File: src/rtl/noc_inject_port_if.sv
// Producer-side handshake and NoC-side word/stall signals for one injection port.
// The slave view is the port itself; the master view is the producer plus NoC slot.
interface noc_inject_port_if #(
  parameter int unsigned bit_width = 16,
  parameter int unsigned log_n_add = 6,
  parameter int unsigned ctrl_bit  = 1
);
  logic                                  in_valid;
  logic                                  in_ready;
  logic [bit_width-1:0]                  in_data;
  logic [log_n_add-1:0]                  in_addr;
  logic [bit_width+log_n_add+ctrl_bit-1:0] out_word;
  logic                                  stall;

  modport slave (
    input  in_valid,
    input  in_data,
    input  in_addr,
    input  stall,
    output in_ready,
    output out_word
  );

  modport master (
    output in_valid,
    output in_data,
    output in_addr,
    output stall,
    input  in_ready,
    input  out_word
  );
endinterface

File: src/rtl/noc_inject_port.sv
// Per-multiplier NoC injection port: small FIFO plus an output register that holds the
// presented word stable under stall, with a bypass path when the FIFO is empty.
module noc_inject_port #(
  parameter int unsigned bit_width = 16,
  parameter int unsigned log_n_add = 6,
  parameter int unsigned ctrl_bit  = 1,
  parameter int unsigned log_depth = 2
) (
  input  logic               clk,
  input  logic               rst,
  noc_inject_port_if.slave   bus,
  output logic [log_depth:0] occupancy,
  output logic [15:0]        stall_cycles
);

  localparam int unsigned depth = 1 << log_depth;
  localparam int unsigned ent_w = bit_width + log_n_add;
  localparam logic [log_depth:0] full_cnt = {1'b1, {log_depth{1'b0}}};

  typedef logic [ent_w-1:0] entry_t;

  entry_t               mem [depth];
  logic [log_depth-1:0] wr_ptr_q, wr_ptr_d;
  logic [log_depth-1:0] rd_ptr_q, rd_ptr_d;
  logic [log_depth:0]   count_q, count_d;
  logic                 or_valid_q, or_valid_d;
  entry_t               or_entry_q, or_entry_d;
  logic [15:0]          stall_cnt_q, stall_cnt_d;

  logic   ready;
  logic   accept;
  logic   consume;
  logic   or_free;
  logic   fifo_empty;
  logic   pop;
  logic   bypass;
  logic   push;
  entry_t in_entry;

  // Handshake decode; ready depends only on rst and registered state.
  always_comb begin
    ready      = !rst && (count_q < full_cnt);
    accept     = bus.in_valid & ready;
    in_entry   = {bus.in_addr, bus.in_data};
    consume    = or_valid_q & ~bus.stall;
    or_free    = ~or_valid_q | consume;
    fifo_empty = (count_q == '0);
    pop        = or_free & ~fifo_empty;
    bypass     = or_free & fifo_empty & accept;
    push       = accept & ~bypass;
  end

  always_comb begin
    wr_ptr_d = push ? wr_ptr_q + 1'b1 : wr_ptr_q;
    rd_ptr_d = pop ? rd_ptr_q + 1'b1 : rd_ptr_q;

    count_d = count_q;
    if (push && !pop) begin
      count_d = count_q + 1'b1;
    end else if (pop && !push) begin
      count_d = count_q - 1'b1;
    end

    // FIFO head has priority over the bypass path so ordering is preserved.
    or_valid_d = or_valid_q;
    or_entry_d = or_entry_q;
    if (or_free) begin
      if (pop) begin
        or_valid_d = 1'b1;
        or_entry_d = mem[rd_ptr_q];
      end else if (bypass) begin
        or_valid_d = 1'b1;
        or_entry_d = in_entry;
      end else begin
        or_valid_d = 1'b0;
        or_entry_d = '0;
      end
    end

    stall_cnt_d = stall_cnt_q;
    if (!or_valid_q || consume) begin
      stall_cnt_d = '0;
    end else if (stall_cnt_q != 16'hFFFF) begin
      stall_cnt_d = stall_cnt_q + 1'b1;
    end
  end

  always_ff @(posedge clk) begin
    if (rst) begin
      wr_ptr_q    <= '0;
      rd_ptr_q    <= '0;
      count_q     <= '0;
      or_valid_q  <= 1'b0;
      or_entry_q  <= '0;
      stall_cnt_q <= '0;
    end else begin
      wr_ptr_q    <= wr_ptr_d;
      rd_ptr_q    <= rd_ptr_d;
      count_q     <= count_d;
      or_valid_q  <= or_valid_d;
      or_entry_q  <= or_entry_d;
      stall_cnt_q <= stall_cnt_d;
    end
  end

  // Storage needs no reset: occupancy gates every read.
  always_ff @(posedge clk) begin
    if (push) begin
      mem[wr_ptr_q] <= in_entry;
    end
  end

  always_comb begin
    bus.out_word                              = '0;
    bus.out_word[ent_w-1:0]                   = or_entry_q;
    bus.out_word[ent_w]                       = or_valid_q;
    bus.in_ready                              = ready;
    occupancy                                 = count_q;
    stall_cycles                              = stall_cnt_q;
  end

  assert property (@(posedge clk) disable iff (rst) !(push && count_q == full_cnt))
    else $error("push into full FIFO");

  assert property (@(posedge clk) disable iff (rst) count_q <= full_cnt)
    else $error("occupancy above depth");

  assert property (@(posedge clk) disable iff (rst)
                   (or_valid_q && bus.stall) |=> $stable(bus.out_word))
    else $error("presented word changed under stall");

endmodule

File: src/flat_wrapper.sv
// flat-port wrapper written by rule: the top's interface ports become plain ports
module noc_inject_port_flat 
#(
  parameter int unsigned bit_width = 16,
  parameter int unsigned log_n_add = 6,
  parameter int unsigned ctrl_bit  = 1,
  parameter int unsigned log_depth = 2
)
  (clk, rst, occupancy, stall_cycles, bus_in_valid, bus_in_data, bus_in_addr, bus_stall, bus_in_ready, bus_out_word);
  noc_inject_port_if #(.bit_width(bit_width), .log_n_add(log_n_add), .ctrl_bit(ctrl_bit)) bus_i ();
  input  logic clk;
  input  logic rst;
  output logic [log_depth:0] occupancy;
  output logic [15:0] stall_cycles;
  input wire logic [$bits(bus_i.in_valid)-1:0] bus_in_valid;
  input wire logic [$bits(bus_i.in_data)-1:0] bus_in_data;
  input wire logic [$bits(bus_i.in_addr)-1:0] bus_in_addr;
  input wire logic [$bits(bus_i.stall)-1:0] bus_stall;
  output wire logic [$bits(bus_i.in_ready)-1:0] bus_in_ready;
  output wire logic [$bits(bus_i.out_word)-1:0] bus_out_word;
  assign bus_i.in_valid = bus_in_valid;
  assign bus_i.in_data = bus_in_data;
  assign bus_i.in_addr = bus_in_addr;
  assign bus_i.stall = bus_stall;
  assign bus_in_ready = bus_i.in_ready;
  assign bus_out_word = bus_i.out_word;
  noc_inject_port #(.bit_width(bit_width), .log_n_add(log_n_add), .ctrl_bit(ctrl_bit), .log_depth(log_depth)) u_core (.clk(clk), .rst(rst), .bus(bus_i), .occupancy(occupancy), .stall_cycles(stall_cycles));
endmodule
File: config.mk
export PLATFORM = sky130hd
export DESIGN_NAME = noc_inject_port_flat
export DESIGN_NICKNAME = d
export VERILOG_FILES = /design/src/rtl/noc_inject_port_if.sv /design/src/rtl/noc_inject_port.sv /design/src/flat_wrapper.sv
export SDC_FILE = /design/constraint.sdc
export NUM_CORES = 1
export LEC_CHECK = 0
export ABC_CLOCK_PERIOD_IN_PS = 4600
export CAP_MARGIN = 0
export CORE_UTILIZATION = 43
export CTS_BUF_LIST = sky130_fd_sc_hd__clkbuf_4
export CTS_CLUSTER_SIZE = 8
export DETAILED_ROUTE_END_ITERATION = 6
export GPL_TIMING_DRIVEN = 0
export SLEW_MARGIN = 20
export SYNTH_ARGS = -nofsm -noshare
export SYNTH_HDL_FRONTEND = slang
export SYNTH_SLANG_ARGS = --single-unit
File: constraint.sdc
create_clock -name clk -period 4.6 [get_ports clk]
set_clock_uncertainty 0.2 [all_clocks]
set_input_delay 0.46 -clock clk [delete_from_list [all_inputs] [get_ports clk]]
set_output_delay 0.46 -clock clk [all_outputs]
set_load 0.005 [all_outputs]
### Yosys cells after proc, flatten, opt, wreduce, memory -nomap -nowiden

Memory sizes are Yosys's and may differ from the RTL's. A register that Yosys moved wholly into a read port is not among the register bits.
Cells that the tools add are included.

* register bits: 46
* input bits: 26
* memory bits (writable): 88
* memories kept: 1

Memory list
* u_core.mem: depth 4, width 22, read ports 1, clocked after Yosys merged registers in 1, write ports 1, line noc_inject_port.sv:22 `entry_t mem [depth];`

* $add $sub $neg: 5
* bitwise gates (word level): 11
* eq/ne operators: 1
* $lt $le $gt $ge: 1
* reduce and logical (&&, ||, !) cells: 11
* mux-type cells: 10

Operator list (number)
* $mux 22: 2
* $add 16x1->16 const B: 1
* $ne 16x16->1 const B: 1
* $and 1x1->1: 6
* $mux 3: 2
* $add 2x1->2 const B: 2
* $logic_not 1->1: 4
* $mux 1: 4
* $mux 2: 2
* $not 1->1: 4
* $add 3x1->3 const B: 1
* $logic_and 1x1->1: 3
* $logic_not 3->1: 1
* $lt 3x3->1 const B: 1
* $sub 3x1->3 const B: 1
* $reduce_bool 2->1: 1
* $reduce_or 2->1: 1
* $logic_or 1x1->1: 1
* $or 1x1->1: 1

### Depth between registers and ports, before layout

Gate-level depths: netlist of the first run.

* depth after elaboration: 11
* mapped depth: 7

### Worst setup path before layout of the first run

OpenSTA, ideal clock, no wires.

* path kind: input port to flip-flop
* start: in rst
* end: mem u_core.mem[0][0] (netlist bit), enable pin
* data required time: 4019 ps
* setup slack: 2113 ps
* arrival: 1907 ps
* setup time: 381 ps
* buffers on the path: 1
* stages on the path: 4
* cells stage by stage: buf_6 -> or3b_4 -> a21oi_1 -> and2_1

* longest elaborated chain between the ends: 8

RTL lines
* from (decl): line flat_wrapper.sv:12 `input logic rst;`
* $logic_not 1->1 *: line noc_inject_port.sv:42 `ready = !rst && (count_q < full_cnt);`
* $logic_and 1x1->1 *: line noc_inject_port.sv:42
* $and 1x1->1 *: line noc_inject_port.sv:43 `accept = bus.in_valid & ready;`
* $and 1x1->1: line noc_inject_port.sv:49 `bypass = or_free & fifo_empty & accept;`
* $not 1->1: line noc_inject_port.sv:50 `push = accept & ~bypass;`
* $and 1x1->1 *: line noc_inject_port.sv:50
* $mux 1 *: line noc_inject_port.sv:108 `if (push) begin`
* $mux 1 (not written as such) *: line noc_inject_port.sv:109 `mem[wr_ptr_q] <= in_entry;`
* to (decl): line noc_inject_port.sv:22

Mark *: on every way between the ends. The rest lies on a longest branch, timed or not.

### Final worst setup path of the first run

* start: in rst
* end: out bus_in_ready

* longest elaborated chain between the ends: 2

RTL lines
* $logic_not 1->1: line noc_inject_port.sv:42
* $logic_and 1x1->1: line noc_inject_port.sv:42
* to (decl): line flat_wrapper.sv:19 `output wire logic [$bits(bus_i.in_ready)-1:0] bus_in_ready;`

No other way between the ends.

==> results of run 1 <==
## path summary, 6_finish.rpt
path	endpoint	slack [ps]	cells past startpoint
hold / removal	u_core.or_entry_q[12]$_SDFFE_PP0P_	290	1
hold reg to reg	u_core.or_entry_q[12]$_SDFFE_PP0P_	290	1
setup reg to reg	u_core.mem[0][12]$_DFFE_PP_	2170	3
setup / recovery	bus_in_ready	1890	5
## logic make-up (layout without fill, tap and decap cells)
logic type | Yosys count | in the layout
xor+xnor | 8 | 8
simple gates | 100 | 100
buf+inv | 17 | 117
fa+ha+maj | 6 | 6
flops | 136 | 136
mux | 25 | 25
compound gates | 45 | 45
## power by group
group	internal (mW)	total [mW]	leakage, nW	switching [mW]
Combinational	0.433	0.746	0.845	0.313
Clock	0.346	0.752	0.153	0.405
Sequential	1.45	1.53	1.19	0.0887
## cell type report
class	instances	area, µm²
Multi-Input combinational cell	184	1664
Inverter	3	11.26
Buffer	14	71.32
Sequential cell	136	3603
Clock buffer	22	165.2
Fill cell	993	5552
Timing Repair Buffer	68	680.7
Clock inverter	10	103.9
Tap cell	168	210.2
## per-stage QoR
| step | power [mW] | instance area (µm²) |
|---|---|---|
| 6_report | 3.032 | 6510 |
| 5_1_grt | 3.210 | 6510 |
| 4_1_cts | 3.070 | 6510 |
| 3_5_place_dp | 2.316 | 6231 |
| 3_3_place_gp | 2.308 | 6226 |
| 2_1_floorplan | 1.983 | 5345 |
## repair_timing
| action | 4_1_cts | 5_1_grt |
|---|---|---|
| endpoints found under the hold margin | 1 | 0 |
| endpoints found under the setup margin | 0 | 0 |
| hold buffers | 1 | 0 |
## Yosys cell counts, types with 6 or more instances
cell type / count / area (µm²)
mux4_2: 22 / 495.5
edfxtp_1: 88 / 2643
nor3_1: 7 / 35.03
and2b_1: 6 / 45.04
nand2_1: 10 / 37.54
a21oi_1: 6 / 30.03
nor2b_1: 17 / 106.4
xnor2_1: 6 / 52.55
nand3_1: 6 / 30.03
a221o_1: 22 / 220.2
buf_2: 6 / 30.03
nor2_1: 21 / 78.83
dfxtp_1: 48 / 960.9
## registers in the layout (all words and copies together) (netlist names), named ones only
register and flops:
u_core.mem 88, u_core.occupancy 3, u_core.or_entry_q 22, u_core.or_valid_q 1
u_core.rd_ptr_q 2, u_core.stall_cycles 16, u_core.wr_ptr_q 2
## routing by layer
metal / wire length, µm / GRT usage, % / vias to the layer above
li1: - / - / 1511
met1: 4938 / 24.10 / 1608
met2: 5089 / 28.37 / 88
met3: 483 / 5.313 / 6
met4: 97 / 7.632 / 0
met5: 0 / 0 / -
==> impl_metrics.toml, run 1 <==
[synth]
yosys_register_bits = 136
synth_compound_area_share_pct = 6.999
synth_edf_count = 88
synth_top_family_by_area = "simple AND/OR/NAND/NOR gates"
ys_warn_count = 0
synthFlopType = "edfxtp_1"
yosys.area_share.xor_xnor_pct = 1.311
synthMuxAreaShare_pct = 9.925
synth_area_um2 = 5345
syn-num-nets = 369
postSynthAreaPerCell_um2 = 15.86
synth-simple-area-share_pct = 11.26
ys_seq_area_share_pct = 67.42
async_reset_ff_share_pct = 0
ys_types = 53
synthCells = 337
synthAdderAreaFrac_pct = 1.545

[setup_path]
worstPathRequired_ps = 3940
start_kind = "input port"
cp-end-kind = "primary output"
path_cells = "dlygate4sd3_1 > buf_6 > clkbuf_1 > nor2_1 > clkdlybuf4s50_1"
critPathMaxFanout = 10
slowest_stage = "dlygate4sd3_1"
timing.rr.start = "u_core.occupancy[2]$_SDFFE_PP0P_"
crit_path_start = "rst"
crit_type = "in -> out"
path_buf_inv = 4
worstPathArrival_ps = 2050
critPathMaxStageDelay_ps = 550
path_delay_family = "buffers and inverters"

[power_and_ir_drop]
cellPowerDensity_nw_per_um2 = 465.8
p_leak_nw = 2.183
ir_drop_mv = 0.2821

[clock_tree]
cts_buffers = 17
htreeDepth = 4
clock_sinks = 136
post-cts-setup-buffer-count = 0
cts-root-buf = "clkbuf_4"
cts_resized = 0
cts_tree = "built"
worstSkewPairLatency_ps = 520
clock_path_buffers = 2
cts.clk_slew.worst_paths_ps = 90

[timing]
worst-slew-pin-transition_ps = 950.4
min_period_ps = 2710
fin_crit_sh_pct = 58.91
slew_violations = 0
finalSetupTns_ps = 0
fin_ws_ps = 1890
report.final.hold_viol_count = 0
rsz0062_at_grt = "false"
max_freq_mhz = 369.0
whs_ps = 294.0
setup_viol = 0
slew_headroom_pct = 36.40

[final_layout]
syn_to_final_growth_pct = 21.79
drive_above_1_share_pct = 16.48
layout_commonest_cell = "edfxtp_1"
fin_nets = 456
antenna_cells = 0
final_cell_mix = "88 x edfxtp_1, 67 x clkdlybuf4s50_1, 48 x dfxtp_1"
post-route-util_pct = 53.97
finalNonFillerCells = 605

[routing]
drt-total-wl_um = 10610
drc = 0
drt-pass1-iter-count = 4
wl_per_cell_um = 17.54
drt-initial-drc-count = 214
antenna_left = 0
via_per_inst = 5.311
vias = 3213

[placed_design]
dp_slack_ps = 1521
dpl.hpwl_um = 6782
globalplace.congestion = 0.8346
portBuffers = 67
dp.cells = 572

[grt]
antenna_found_initial = 0
grt-ovfl-total = 0
grt_pass1_wl_um = 17340
grt_pass1_vias = 3297
grt_start_max_net_pins = 23
grt_usage_pct = 18.26

[min_path]
worst_hold_path_type = "reg -> reg"
hold_start = "u_core.or_entry_q[12]$_SDFFE_PP0P_"

[floorplanning]
die_x_um = 113.5
dieArea_um2 = 12880
start_util_pct = 44.32
rows = 40
coreArea_um2 = 12060
die_h_um = 113.5
pin_count = 69

[outcome]
status = "finished clean"

[job]
max_cap_viol_count = 0
Note: power is estimated with default switching activity, not from simulation.
==> run 2: changes to the inputs <==
--- a/config.mk
+++ b/config.mk
@@ -5,13 +5,14 @@
 export SDC_FILE = /design/constraint.sdc
 export NUM_CORES = 1
 export LEC_CHECK = 0
-export ABC_CLOCK_PERIOD_IN_PS = 4600
+export ABC_CLOCK_PERIOD_IN_PS = 2150
 export CAP_MARGIN = 0
 export CORE_UTILIZATION = 43
 export CTS_BUF_LIST = sky130_fd_sc_hd__clkbuf_4
 export CTS_CLUSTER_SIZE = 8
 export DETAILED_ROUTE_END_ITERATION = 6
 export GPL_TIMING_DRIVEN = 0
+export PLACE_DENSITY = 0.67
 export SLEW_MARGIN = 20
 export SYNTH_ARGS = -nofsm -noshare
 export SYNTH_HDL_FRONTEND = slang
==> constraint.sdc (replaced) <==
create_clock -name clk -period 2.15 [get_ports clk]
set_clock_uncertainty 0.2 [all_clocks]
set_input_delay 0.215 -clock clk [delete_from_list [all_inputs] [get_ports clk]]
set_output_delay 0.215 -clock clk [all_outputs]
set_load 0.005 [all_outputs]
==> run 2 against run 1 <==
First-iteration DRC count is 14% higher. Worst setup slack worse by 1800 ps. Routed wire length is 3.7% lower. Clock-buffer cell count is 5 lower. Highest routed layer unchanged. Clock power grew to 2.5 times the previous value. Global-route usage is 1.3 points lower. Critical endpoint is now u_core.occupancy[2]$_SDFFE_PP0P_. Largest cell class unchanged. Sequential power is 110% higher. Cell count is 0.66% higher. Die area stayed put.
==> impl_metrics.toml, run 2 (synthesis gave the netlist of run 1 again) <==
[outcome]
status = "finished clean"

[clock_tree]
cts.clk_slew.worst_paths_ps = 120
cts_tree = "built"
htreeDepth = 4
cts-root-buf = "clkbuf_4"
cts_buffers = 17
worstSkewPairLatency_ps = 550
clock_path_buffers = 2
clock_sinks = 136

[final_layout]
ff_latch_area_um2 = 3605
multiInputGateArea_um2 = 1695
syn_to_final_growth_pct = 24.27
fin_nets = 459
largest_register_ffs = 88
layout_commonest_cell = "edfxtp_1"
drive_above_1_share_pct = 18.86
finalNonFillerCells = 609
post-route-util_pct = 55.07
final_cell_mix = "88 x edfxtp_1, 67 x clkdlybuf4s50_1, 47 x dfxtp_1"
fillers = 982
regMostFlops = "u_core.mem"

[min_path]
worst_hold_path_type = "in -> reg"

[floorplanning]
start_util_pct = 44.32
die_x_um = 113.5
die_h_um = 113.5
coreArea_um2 = 12060
dieArea_um2 = 12880
pin_count = 69
rows = 40

[placed_design]
dp.cells = 572
dp_slack_ps = -714.2
portBuffers = 67
dpl.hpwl_um = 6373
globalplace.congestion = 0.7676

[routing]
drt-pass1-iter-count = 4
vias = 3213
drt-initial-drc-count = 243
drc = 0
via_per_inst = 5.276
antenna_left = 0
wl_per_cell_um = 16.78
drt-total-wl_um = 10220

[grt]
grt_pass1_wl_um = 16080
grt_pass1_vias = 3114
antenna_found_initial = 0
use_met1_pct = 21.48
grt_usage_pct = 16.98
grt_util_met3_pct = 5.526
grt-ovfl-total = 0
grt_busiest_layer = "met2"
met2_usage_pct = 26.91
grt_start_max_net_pins = 23

[setup_path]
critPathMaxStageDelay_ps = 440
crit_type = "reg -> reg"
worstPathArrival_ps = 2370
path_cells = "or3b_4 > or2_1 > fa_2 > nor3_2 > nand2_1 > a31oi_1"
slowest_stage = "or3b_4"
start_kind = "register"
critPathMaxFanout = 6
cp-end-kind = "register"
worstPathRequired_ps = 2430

[timing]
fin_ws_ps = 68.00
whs_ps = 123.3
worst-slew-pin-transition_ps = 508.0
rsz0062_at_grt = "true"
setup_viol = 0
slew_headroom_pct = 65.26
fin_crit_sh_pct = 96.84
slew_violations = 0
min_period_ps = 2082
finalSetupTns_ps = 0
report.final.hold_viol_count = 0
max_freq_mhz = 480.3

[power_and_ir_drop]
ir_drop_mv = 0.6388
p_leak_nw = 2.234
cellPowerDensity_nw_per_um2 = 1026

[job]
max_cap_viol_count = 0
-- run 2: stage by stage --
step           area, µm²  power [mW]
5_1_grt             6640       7.145
4_1_cts             6610       6.858
3_3_place_gp        6231       4.910
3_5_place_dp        6231       4.945
2_1_floorplan       5350       4.242
6_report            6643       6.817
-- run 2: final cells by class --
type / instances / share of cell area, %
well taps: 168 / 3.164
inverters: 3 / 0.1695
flip-flops and latches: 136 / 54.27
plain buffers: 14 / 1.224
clock inverters: 15 / 3.033
multi-input cells: 184 / 25.52
diodes: 1 / 0.03767
repair buffers: 71 / 10.66
clock buffers: 17 / 1.921
-- run 2: per-layer routing --
| metal | vias up | part of all wire, % |
|---|---|---|
| met5 | - | 0 |
| met1 | 1605 | 44 |
| met3 | 12 | 4.4 |
| met2 | 77 | 50 |
| met4 | 0 | 1.4 |
| li1 | 1519 | - |
-- run 2: worst paths after layout --
kind / cells after the start / to / start / slack (ps)
max: 6 / u_core.occupancy[2]$_SDFFE_PP0P_ / u_core.occupancy[2]$_SDFFE_PP0P_ / 70
min: 1 / u_core.mem[2][20]$_DFFE_PP_ / bus_in_addr[4] / 120
max reg2reg: 6 / u_core.occupancy[2]$_SDFFE_PP0P_ / u_core.occupancy[2]$_SDFFE_PP0P_ / 70
min reg2reg: 1 / u_core.or_entry_q[0]$_SDFFE_PP0P_ / u_core.or_entry_q[0]$_SDFFE_PP0P_ / 290
-- run 2: power breakdown --
group	internal, mW	switching (mW)
clock	0.927	0.958
combinational	0.962	0.690
sequential	3.09	0.185
total	4.98	1.83
-- run 2: critical path, delay by kind of cell, from the launching register on --
family	cells	cell delay (ps)
AND/OR/NAND/NOR	4	900
flip-flops	1	380
adder cells (fa/ha/maj)	1	370
AO/OA/AOI/OAI	1	170
-- run 2: timing repair --
action,in CTS,in global routing
endpoints found under the setup margin,107,38
buffers inserted,0,1
pin swaps,0,1
resized for setup,11,7
endpoints found under the hold margin,15,0
hold buffers,3,0
